[src/rtl/register_file_sb_pkg.sv]
// Shared defaults, address type and address qualification for the
// pipelined register file and its pending-write scoreboard.
package register_file_sb_pkg;

    localparam int WIDTH_DEF = 32;
    localparam int DEPTH_DEF = 32;
    localparam int ADDR_BITS = 5;

    typedef logic [ADDR_BITS-1:0] reg_addr_t;

    // An address takes part in writes, issues and reads only when it names
    // a real register that is not the hardwired zero register.
    function automatic logic addr_ok(
        input int addr,
        input int depth,
        input bit zero_reg
    );
        addr_ok = (addr < depth) && !(zero_reg && (addr == 0));
    endfunction

endpackage

[src/rtl/register_file_sb_scoreboard.sv]
// Pending-write scoreboard: one busy bit per register, set on issue,
// cleared on writeback, with a registered popcount.
module regfile_scoreboard
    import register_file_sb_pkg::*;
#(
    parameter int DEPTH    = DEPTH_DEF,
    parameter bit ZERO_REG = 1'b1,
    localparam int AW      = $clog2(DEPTH)
) (
    input  logic          Clk,
    input  logic          Clr,
    input  logic          issue_valid,
    input  logic [AW-1:0] issue_rd,
    input  logic          wr_en,
    input  logic [AW-1:0] wr_rd,
    input  logic [AW-1:0] rs,
    input  logic [AW-1:0] rt,
    output logic          busy_rs,
    output logic          busy_rt,
    output logic [AW:0]   pend_count
);

    logic [DEPTH-1:0] busy_q;
    logic [DEPTH-1:0] busy_d;
    logic [AW:0]      pend_q;
    logic [AW:0]      pend_d;
    logic             issue_ok;
    logic             wr_ok;
    logic             rs_ok;
    logic             rt_ok;

    always_comb begin
        issue_ok = issue_valid && addr_ok(int'(issue_rd), DEPTH, ZERO_REG);
        wr_ok    = wr_en && addr_ok(int'(wr_rd), DEPTH, ZERO_REG);
        busy_d   = busy_q;
        if (wr_ok) begin
            busy_d[wr_rd] = 1'b0;
        end
        // A newer producer issued in the same cycle keeps the bit set.
        if (issue_ok) begin
            busy_d[issue_rd] = 1'b1;
        end
        pend_d = '0;
        for (int i = 0; i < DEPTH; i++) begin
            pend_d = pend_d + {{AW{1'b0}}, busy_d[i]};
        end
    end

    always_ff @(posedge Clk or posedge Clr) begin
        if (Clr) begin
            busy_q <= '0;
            pend_q <= '0;
        end else begin
            busy_q <= busy_d;
            pend_q <= pend_d;
        end
    end

    // A write landing this cycle makes the value current, so it masks busy.
    always_comb begin
        rs_ok   = addr_ok(int'(rs), DEPTH, ZERO_REG);
        rt_ok   = addr_ok(int'(rt), DEPTH, ZERO_REG);
        busy_rs = 1'b0;
        busy_rt = 1'b0;
        if (rs_ok) begin
            busy_rs = busy_q[rs] && !(wr_en && (wr_rd == rs));
        end
        if (rt_ok) begin
            busy_rt = busy_q[rt] && !(wr_en && (wr_rd == rt));
        end
    end

    assign pend_count = pend_q;

endmodule

[src/rtl/register_file_sb.sv]
// Parametrised register file with zero register, same-cycle write bypass
// and a pending-write scoreboard for the hazard unit.
module register_file_sb
    import register_file_sb_pkg::*;
#(
    parameter int WIDTH    = WIDTH_DEF,
    parameter int DEPTH    = DEPTH_DEF,
    parameter bit ZERO_REG = 1'b1,
    parameter bit BYPASS   = 1'b1,
    localparam int AW      = $clog2(DEPTH)
) (
    input  logic             Clk,
    input  logic             Clr,
    input  logic [AW-1:0]    RS,
    input  logic [AW-1:0]    RT,
    output logic [WIDTH-1:0] dataRS,
    output logic [WIDTH-1:0] dataRT,
    output logic             busyRS,
    output logic             busyRT,
    input  logic [AW-1:0]    RD,
    input  logic [WIDTH-1:0] dataRD,
    input  logic             WE,
    input  logic             IssueValid,
    input  logic [AW-1:0]    IssueRD,
    output logic [AW:0]      PendCount
);

    typedef logic [WIDTH-1:0] word_t;

    word_t mem_q [DEPTH];
    word_t mem_d [DEPTH];
    logic  wr_ok;
    logic  fwd_ok;
    logic  rs_ok;
    logic  rt_ok;

    always_comb begin
        wr_ok = WE && addr_ok(int'(RD), DEPTH, ZERO_REG);
        mem_d = mem_q;
        if (wr_ok) begin
            mem_d[RD] = dataRD;
        end
    end

    always_ff @(posedge Clk or posedge Clr) begin
        if (Clr) begin
            for (int i = 0; i < DEPTH; i++) begin
                mem_q[i] <= '0;
            end
        end else begin
            mem_q <= mem_d;
        end
    end

    // Forwarding is held off during reset so outputs read zero at once.
    always_comb begin
        fwd_ok = BYPASS && wr_ok && !Clr;
        rs_ok  = addr_ok(int'(RS), DEPTH, ZERO_REG);
        rt_ok  = addr_ok(int'(RT), DEPTH, ZERO_REG);
        dataRS = '0;
        dataRT = '0;
        if (rs_ok) begin
            if (fwd_ok && (RD == RS)) begin
                dataRS = dataRD;
            end else begin
                dataRS = mem_q[RS];
            end
        end
        if (rt_ok) begin
            if (fwd_ok && (RD == RT)) begin
                dataRT = dataRD;
            end else begin
                dataRT = mem_q[RT];
            end
        end
    end

    regfile_scoreboard #(
        .DEPTH    (DEPTH),
        .ZERO_REG (ZERO_REG)
    ) u_sb (
        .Clk         (Clk),
        .Clr         (Clr),
        .issue_valid (IssueValid),
        .issue_rd    (IssueRD),
        .wr_en       (WE),
        .wr_rd       (RD),
        .rs          (RS),
        .rt          (RT),
        .busy_rs     (busyRS),
        .busy_rt     (busyRT),
        .pend_count  (PendCount)
    );

endmodule

[config.mk]
export PLATFORM = sky130hd
export DESIGN_NAME = register_file_sb
export DESIGN_NICKNAME = d
export VERILOG_FILES = /design/src/rtl/register_file_sb_pkg.sv /design/src/rtl/register_file_sb_scoreboard.sv /design/src/rtl/register_file_sb.sv
export SDC_FILE = /design/constraint.sdc
export NUM_CORES = 2
export LEC_CHECK = 0
export ABC_AREA = 0
export CORE_ASPECT_RATIO = 1.5
export CORE_UTILIZATION = 50
export CTS_BUF_LIST = sky130_fd_sc_hd__clkbuf_4 sky130_fd_sc_hd__clkbuf_8
export CTS_CLUSTER_SIZE = 24
export DETAILED_ROUTE_END_ITERATION = 6
export HOLD_SLACK_MARGIN = 0.05
export PLACE_DENSITY = 0.67
export SLEW_MARGIN = 10
export SYNTH_ARGS = -nofsm -noshare
export SYNTH_HDL_FRONTEND = slang
export SYNTH_SLANG_ARGS = --single-unit
[constraint.sdc]
create_clock -name Clk -period 129.2 [get_ports Clk]
set_input_delay 38.76 -clock Clk [delete_from_list [all_inputs] [get_ports Clk]]
set_output_delay 38.76 -clock Clk [all_outputs]
set_load 0.1 [all_outputs]
-- After elaboration in Yosys (flattened, before gate mapping)
Index checks and enable logic that the tools add are counted.
- input port bits: 56
- word-level logic and storage cells: 129
- output and inout bits: 72
- register bits: 1062
- bitwise logic cells: 6
- eq/ne operators: 2
- mux-type cells: 25
- add/sub/neg operators: 31
- reduce and logical (&&, ||, !) cells: 21
- order comparisons: 10
- operators with widths (operator ; count):
    1024-bit bitwise mux ; 1
    32-bit 2-to-1 mux ; 11
    32-bit binary-select mux with 5-bit select ; 2
    6-bit by 1-bit adder with 6-bit output ; 30
    32-bit demux with 5-bit select ; 1
    32-bit bitwise AND ; 1
    32-bit NOT ; 1
    32-bit bitwise OR ; 1
    5-bit by 6-bit less-than comparator with 1-bit output (second input constant) ; 4
    5-bit zero test ; 4
    6-bit greater-or-equal comparator (second input constant) ; 3
    5-bit NOT with 6-bit output ; 3
    1-bit logical AND ; 12
    1-bit binary-select mux with 5-bit select ; 2
    1-bit demux with 5-bit select ; 2
    5-bit equality test ; 2
    5-bit by 1-bit greater-or-equal comparator with 1-bit output (second input constant) ; 2
    6-bit by 1-bit less-than comparator with 1-bit output (second input constant) ; 1
    1-bit 2-to-1 mux ; 6
    1-bit zero test ; 5
    1-bit by 1-bit adder with 2-bit output ; 1

-- Logic depth before layout (Yosys ltp)
- word-level depth: 40
- depth in mapped cells: 23
- depth with buffers taken out: 21

-- Cells and area by module
Synthesis repeated with hierarchy kept, for this count alone.
- cell total of the unflattened synthesis: 4126
- area total of the unflattened synthesis: 57609.0 µm²
- modules (own cells, without submodules) (module ; instances ; cells each ; area an instance (µm²) ; seq. area each (µm²)):
    register_file_sb ; 1 ; 3824 ; 54599.9 ; 25624.6
    regfile_scoreboard ; 1 ; 302 ; 3009.1 ; 950.9

-- Worst setup path before layout
OpenSTA, ideal clock, no wires.
- path type: input -> output
- start: input RT[0]
- end: output busyRT
- path buffers: 5
- data required time: 90.440 ns
- cell stages on the path: 10
- arrival time: 41.579 ns
- path slack: 48.861 ns
- cell sequence: buf_2 > buf_4 > buf_6 > buf_2 > buf_2 > mux4_2 > mux2i_1 > nand2_1 > o211ai_1 > a21oi_1
- cells in the longest elaborated chain, start to end: 5
- elaborated cells on any way between the ends: 8
- those cells by class: eq/ne: 1; mux: 3; reduce/logical: 4
- RTL lines (element ; line ; text):
    start, declared ; register_file_sb.sv:15 ; input logic [AW-1:0] RT,
    branches (longest 4 deep; another with 1-bit binary-select mux with 5-bit select) ; n/a ;
    1-bit 2-to-1 mux * ; register_file_sb_scoreboard.sv:68 ; if (rt_ok) begin
    end, declared ; register_file_sb.sv:19 ; output logic busyRT,
Mark *: on every way between the ends. The select of a mux whose other input is x is not followed.

-- Worst setup path in the final report
- start: input RS[1]
- end: output dataRS[26]
- cells in the longest elaborated chain, start to end: 6
- elaborated cells on any way between the ends: 9
- those cells by class: eq/ne: 1; mux: 5; bitwise: 1; reduce/logical: 2
- RTL lines (element ; line ; text):
    start, declared ; register_file_sb.sv:14 ; input logic [AW-1:0] RS,
    5-bit NOT with 6-bit output (implied by the code) ; register_file_sb.sv:66 ; dataRS = mem_q[RS];
    32-bit binary-select mux with 5-bit select ; register_file_sb.sv:66 ;
    32-bit 2-to-1 mux (implied by the code) (2 in series) ; register_file_sb.sv:66 ;
    32-bit 2-to-1 mux ; register_file_sb.sv:63 ; if (fwd_ok && (RD == RS)) begin
    32-bit 2-to-1 mux * ; register_file_sb.sv:62 ; if (rs_ok) begin
    end, declared ; register_file_sb.sv:16 ; output logic [WIDTH-1:0] dataRS,
Mark *: on every way between the ends. The rest lies on a longest branch, timed or not. The select of a mux whose other input is x is not followed.

==> results.ini <==
[sta]
max_freq_mhz=12.1
worstMarginPinSlew_ps=1280
timing.setup.tns_ps=0
timing.final.crit_share_pct=64.0
setup_viol=0
min_period_ps=82640
fin_hold_ws_ps=400
slew_viol_final=0
maxSlewHeadroom_pct=14.8
skew_ps=12.3
hold_viol=0
rsz0062_at_grt=false

[detailed_routing]
first_iter_violations=4040
wl_met2_um=90300
vias=39000
drt_first_pass_iters=5
ant_nets=0
m1WireLength_um=73100
drc=0
wl_per_cell_um=32.2
top_layer_used=met5
vias_per_cell=6.76
wl_met3_um=11800
wirelength_um=186000

[power_and_ir_drop]
pwr-share-seq_pct=40.4
p_leak_nw=28.1
swShare_pct=32.7
power_w=0.00110
internal_power_w=0.000740
clockPowerShare_pct=28.3
power_density_nw_per_um2=17.3
irDropWorstVdd_mv=0.0331
combPwrFrac_pct=31.3
switchingPower_w=0.000360

[floorplanning]
die_h_um=419
core.rowCount=152
dieArea_um2=117000
pin_count=128
coreArea_um2=114000
initial_core_util_pct=50.5
die_x_um=280

[global_routing]
track_usage_pct=32.3
grt_pass1_vias=40700
grt_antenna_before_repair=3
grt_max_degree=162
grt_pass1_wl_um=274000
grt_overflow=0

[synthesis]
synthAdderAreaFrac_pct=1.00
synth_xor_area_share_pct=0.197
ys_types=48
synthMuxAreaShare_pct=39.5
syn_inst=4162
ys_ff_latch=1062
synth_edf_count=0
synth-main-ff-cell=dfrtp_1
synth_simple_gate_area_share_pct=2.60
synth_async_sr_flop_share_pct=100
netlist_area_um2=57900
ys_seq_area_share_pct=45.9
syn_nets=4250
synth-compound-area-share_pct=6.81
ys.warnings.count=0
avgSynthCellArea_um2=13.9
synth_top_family_by_area=multiplexers

[place]
gp_congestion=0.870
place_inst=5469
port_buffers=127
hpwl_um=104000

[finish]
fin_util_pct=55.6
nets=4187
fill_cells=9617
drive_gt1_share_pct=43.4
syn_to_final_growth_pct=10.1
fin_cells=5769

[worst_setup_path]
cp-start-kind=input port
cp.arrival_ps=43880
slowest_delay_ps=1130
path_cells=buf_8 > buf_4 > buf_4 > buf_4 > mux4_2 > nor2b_1 > a211oi_1 > o2111ai_1 > o311a_1 > clkdlybuf4s50_1
cp_num_buf_inv=5
worst-path-max-fanout=59
cp-end-kind=output pin
cp_slowest_cell=clkdlybuf4s50_1
critPathMostFrequentCell=buf_4
cp_data_required_time_ps=90440
cp_top_family=buffers and inverters
crit_type=in2out

[clocking]
hold_buffers=0
clk_pin_slew_worst_paths_ps=60
clockBufferDepth=3
cts_resized=0
numCtsBuffers=168
post_cts_buffers=0
cts_sinks=1062
root_buffer=clkbuf_8
htreeDepth=4
cts_tree=done
clk_latency_ps=900

[run]
drv_cap=0

[worst_hold_path]
min_path_type=reg2reg

[run_status]
status=finished clean

==> cell usage after synthesis (6+ instances only) <==
master	number	share of area, %
ha_1	8	0.17
xnor2_1	9	0.14
fa_1	24	0.83
buf_1	12	0.078
nand3_1	69	0.60
mux4_2	344	13
a21oi_1	34	0.29
inv_1	43	0.28
nand2_1	98	0.64
buf_4	24	0.31
o2111ai_1	32	0.48
a211oi_1	31	0.40
nand4_1	31	0.34
nand3b_1	6	0.078
o221ai_1	32	0.48
o311a_1	62	1.1
a221oi_1	31	0.47
o211ai_1	33	0.43
mux2i_1	385	6.7
o21ai_0	36	0.31
nor2_1	19	0.12
dfrtp_1	1062	46
buf_6	15	0.29
nor2b_1	36	0.39
clkbuf_1	342	2.2
a22o_1	21	0.32
mux2_2	1000	19
nor3b_1	10	0.13
buf_2	84	0.73
a22oi_1	190	2.5
==> flip-flops by register name, summed over array words and instances, names as in the netlist <==
name,count
u_sb.busy_q,32
u_sb.pend_count,6
mem_q,1024
==> placed cells by master, fill, tap and decap left out, types with 5 or more instances in the layout <==
cell type / synthesis / routed
a211oi_1: 31 / 31
a21oi_1: 34 / 34
a221oi_1: 31 / 31
a22o_1: 21 / 21
a22oi_1: 190 / 190
buf_4: 24 / 119
clkbuf_4: 1 / 58
clkbuf_8: 0 / 214
clkdlybuf4s50_1: 0 / 116
clkinv_2: 0 / 11
clkinvlp_4: 0 / 5
dfrtp_1: 1062 / 1062
fa_1: 24 / 24
ha_1: 8 / 8
inv_1: 43 / 41
mux2_2: 1000 / 1000
mux2i_1: 385 / 385
mux4_2: 344 / 344
nand2_1: 98 / 71
nand2_2: 0 / 27
nand3_1: 69 / 69
nand3b_1: 6 / 6
nand4_1: 31 / 31
nor2_1: 19 / 7
nor2_4: 0 / 12
nor2b_1: 36 / 32
nor3b_1: 10 / 7
o2111ai_1: 32 / 32
o211ai_1: 33 / 33
o21ai_0: 36 / 36
o221ai_1: 32 / 32
o311a_1: 62 / 62
xnor2_1: 9 / 9
==> through the flow <==
| step | area (um^2) | setup WS [ps] |
|---|---|---|
| after detailed placement | 60100 | 46710 |
| after floorplan | 57900 | 48860 |
| after global routing | 63700 | 46540 |
| after CTS | 63700 | 46680 |
| final | 63700 | 46560 |
| after global placement | 60100 | 46630 |
==> kinds of logic after synthesis <==
| logic type | after synthesis |
|---|---|
| muxes | 1729 |
| adders and majority gates | 32 |
| and+or+nand+nor | 294 |
| buffers and inverters | 524 |
| AOI/OAI and AO/OA | 508 |
| xor gates and xnor gates | 13 |
| DFF | 1062 |
==> routing by layer <==
| metal | track usage, % | vias to the layer above |
|---|---|---|
| met2 | 52.6 | 1677 |
| met1 | 41.4 | 20900 |
| met3 | 5.17 | 548 |
| met4 | 17.1 | 2 |
| li1 | - | 15900 |
| met5 | 0 | - |
==> worst register-to-register path, delay by kind of cell (launching register included) <==
family / cells / cell delay, ps
AOI/OAI and AO/OA: 3 / 560
adders and majority gates: 9 / 3840
buffers and inverters: 4 / 250
DFF: 1 / 400
xor gates and xnor gates: 1 / 140
==> power groups by stage <==
stage	logic, W	clock network (W)	registers, W
2_1_floorplan	0.000267	0	0.000443
3_3_place_gp	0.000341	0	0.000445
3_5_place_dp	0.000346	0	0.000450
4_1_cts	0.000348	0.000316	0.000444
5_1_grt	0.000376	0.000330	0.000454
6_report	0.000344	0.000311	0.000445
==> area by class of cell <==
cell class,instances,area [um^2],area share (%)
multi-input cells,2576,29200,45.9
repair buffers,245,2170,3.41
diodes,1,2.50,0.00393
flip-flops and latches,1062,26600,41.7
well taps,1540,1930,3.02
inverters,46,180,0.283
clock inverters,27,246,0.387
clock buffers,272,3380,5.31
==> worst paths after layout <==
path | startpoint | end | slack (ps) | cells past startpoint
worst min-delay path | mem_q[1013]$_DFFE_PP0P_ | mem_q[1013]$_DFFE_PP0P_ | 400 | 0
min in group asynchronous | Clr | mem_q[215]$_DFFE_PP0P_ | 38580 | 2
worst max-delay path | RS[1] | dataRS[26] | 46560 | 10
worst min register to register | mem_q[1013]$_DFFE_PP0P_ | mem_q[1013]$_DFFE_PP0P_ | 400 | 0
worst max register to register | u_sb.busy_q[1]$_DFF_PP0_ | u_sb.pend_count[4]$_DFF_PP0_ | 123940 | 17
max in group asynchronous | Clr | mem_q[578]$_DFFE_PP0P_ | 86590 | 6
(Power assumes the default switching activity.)
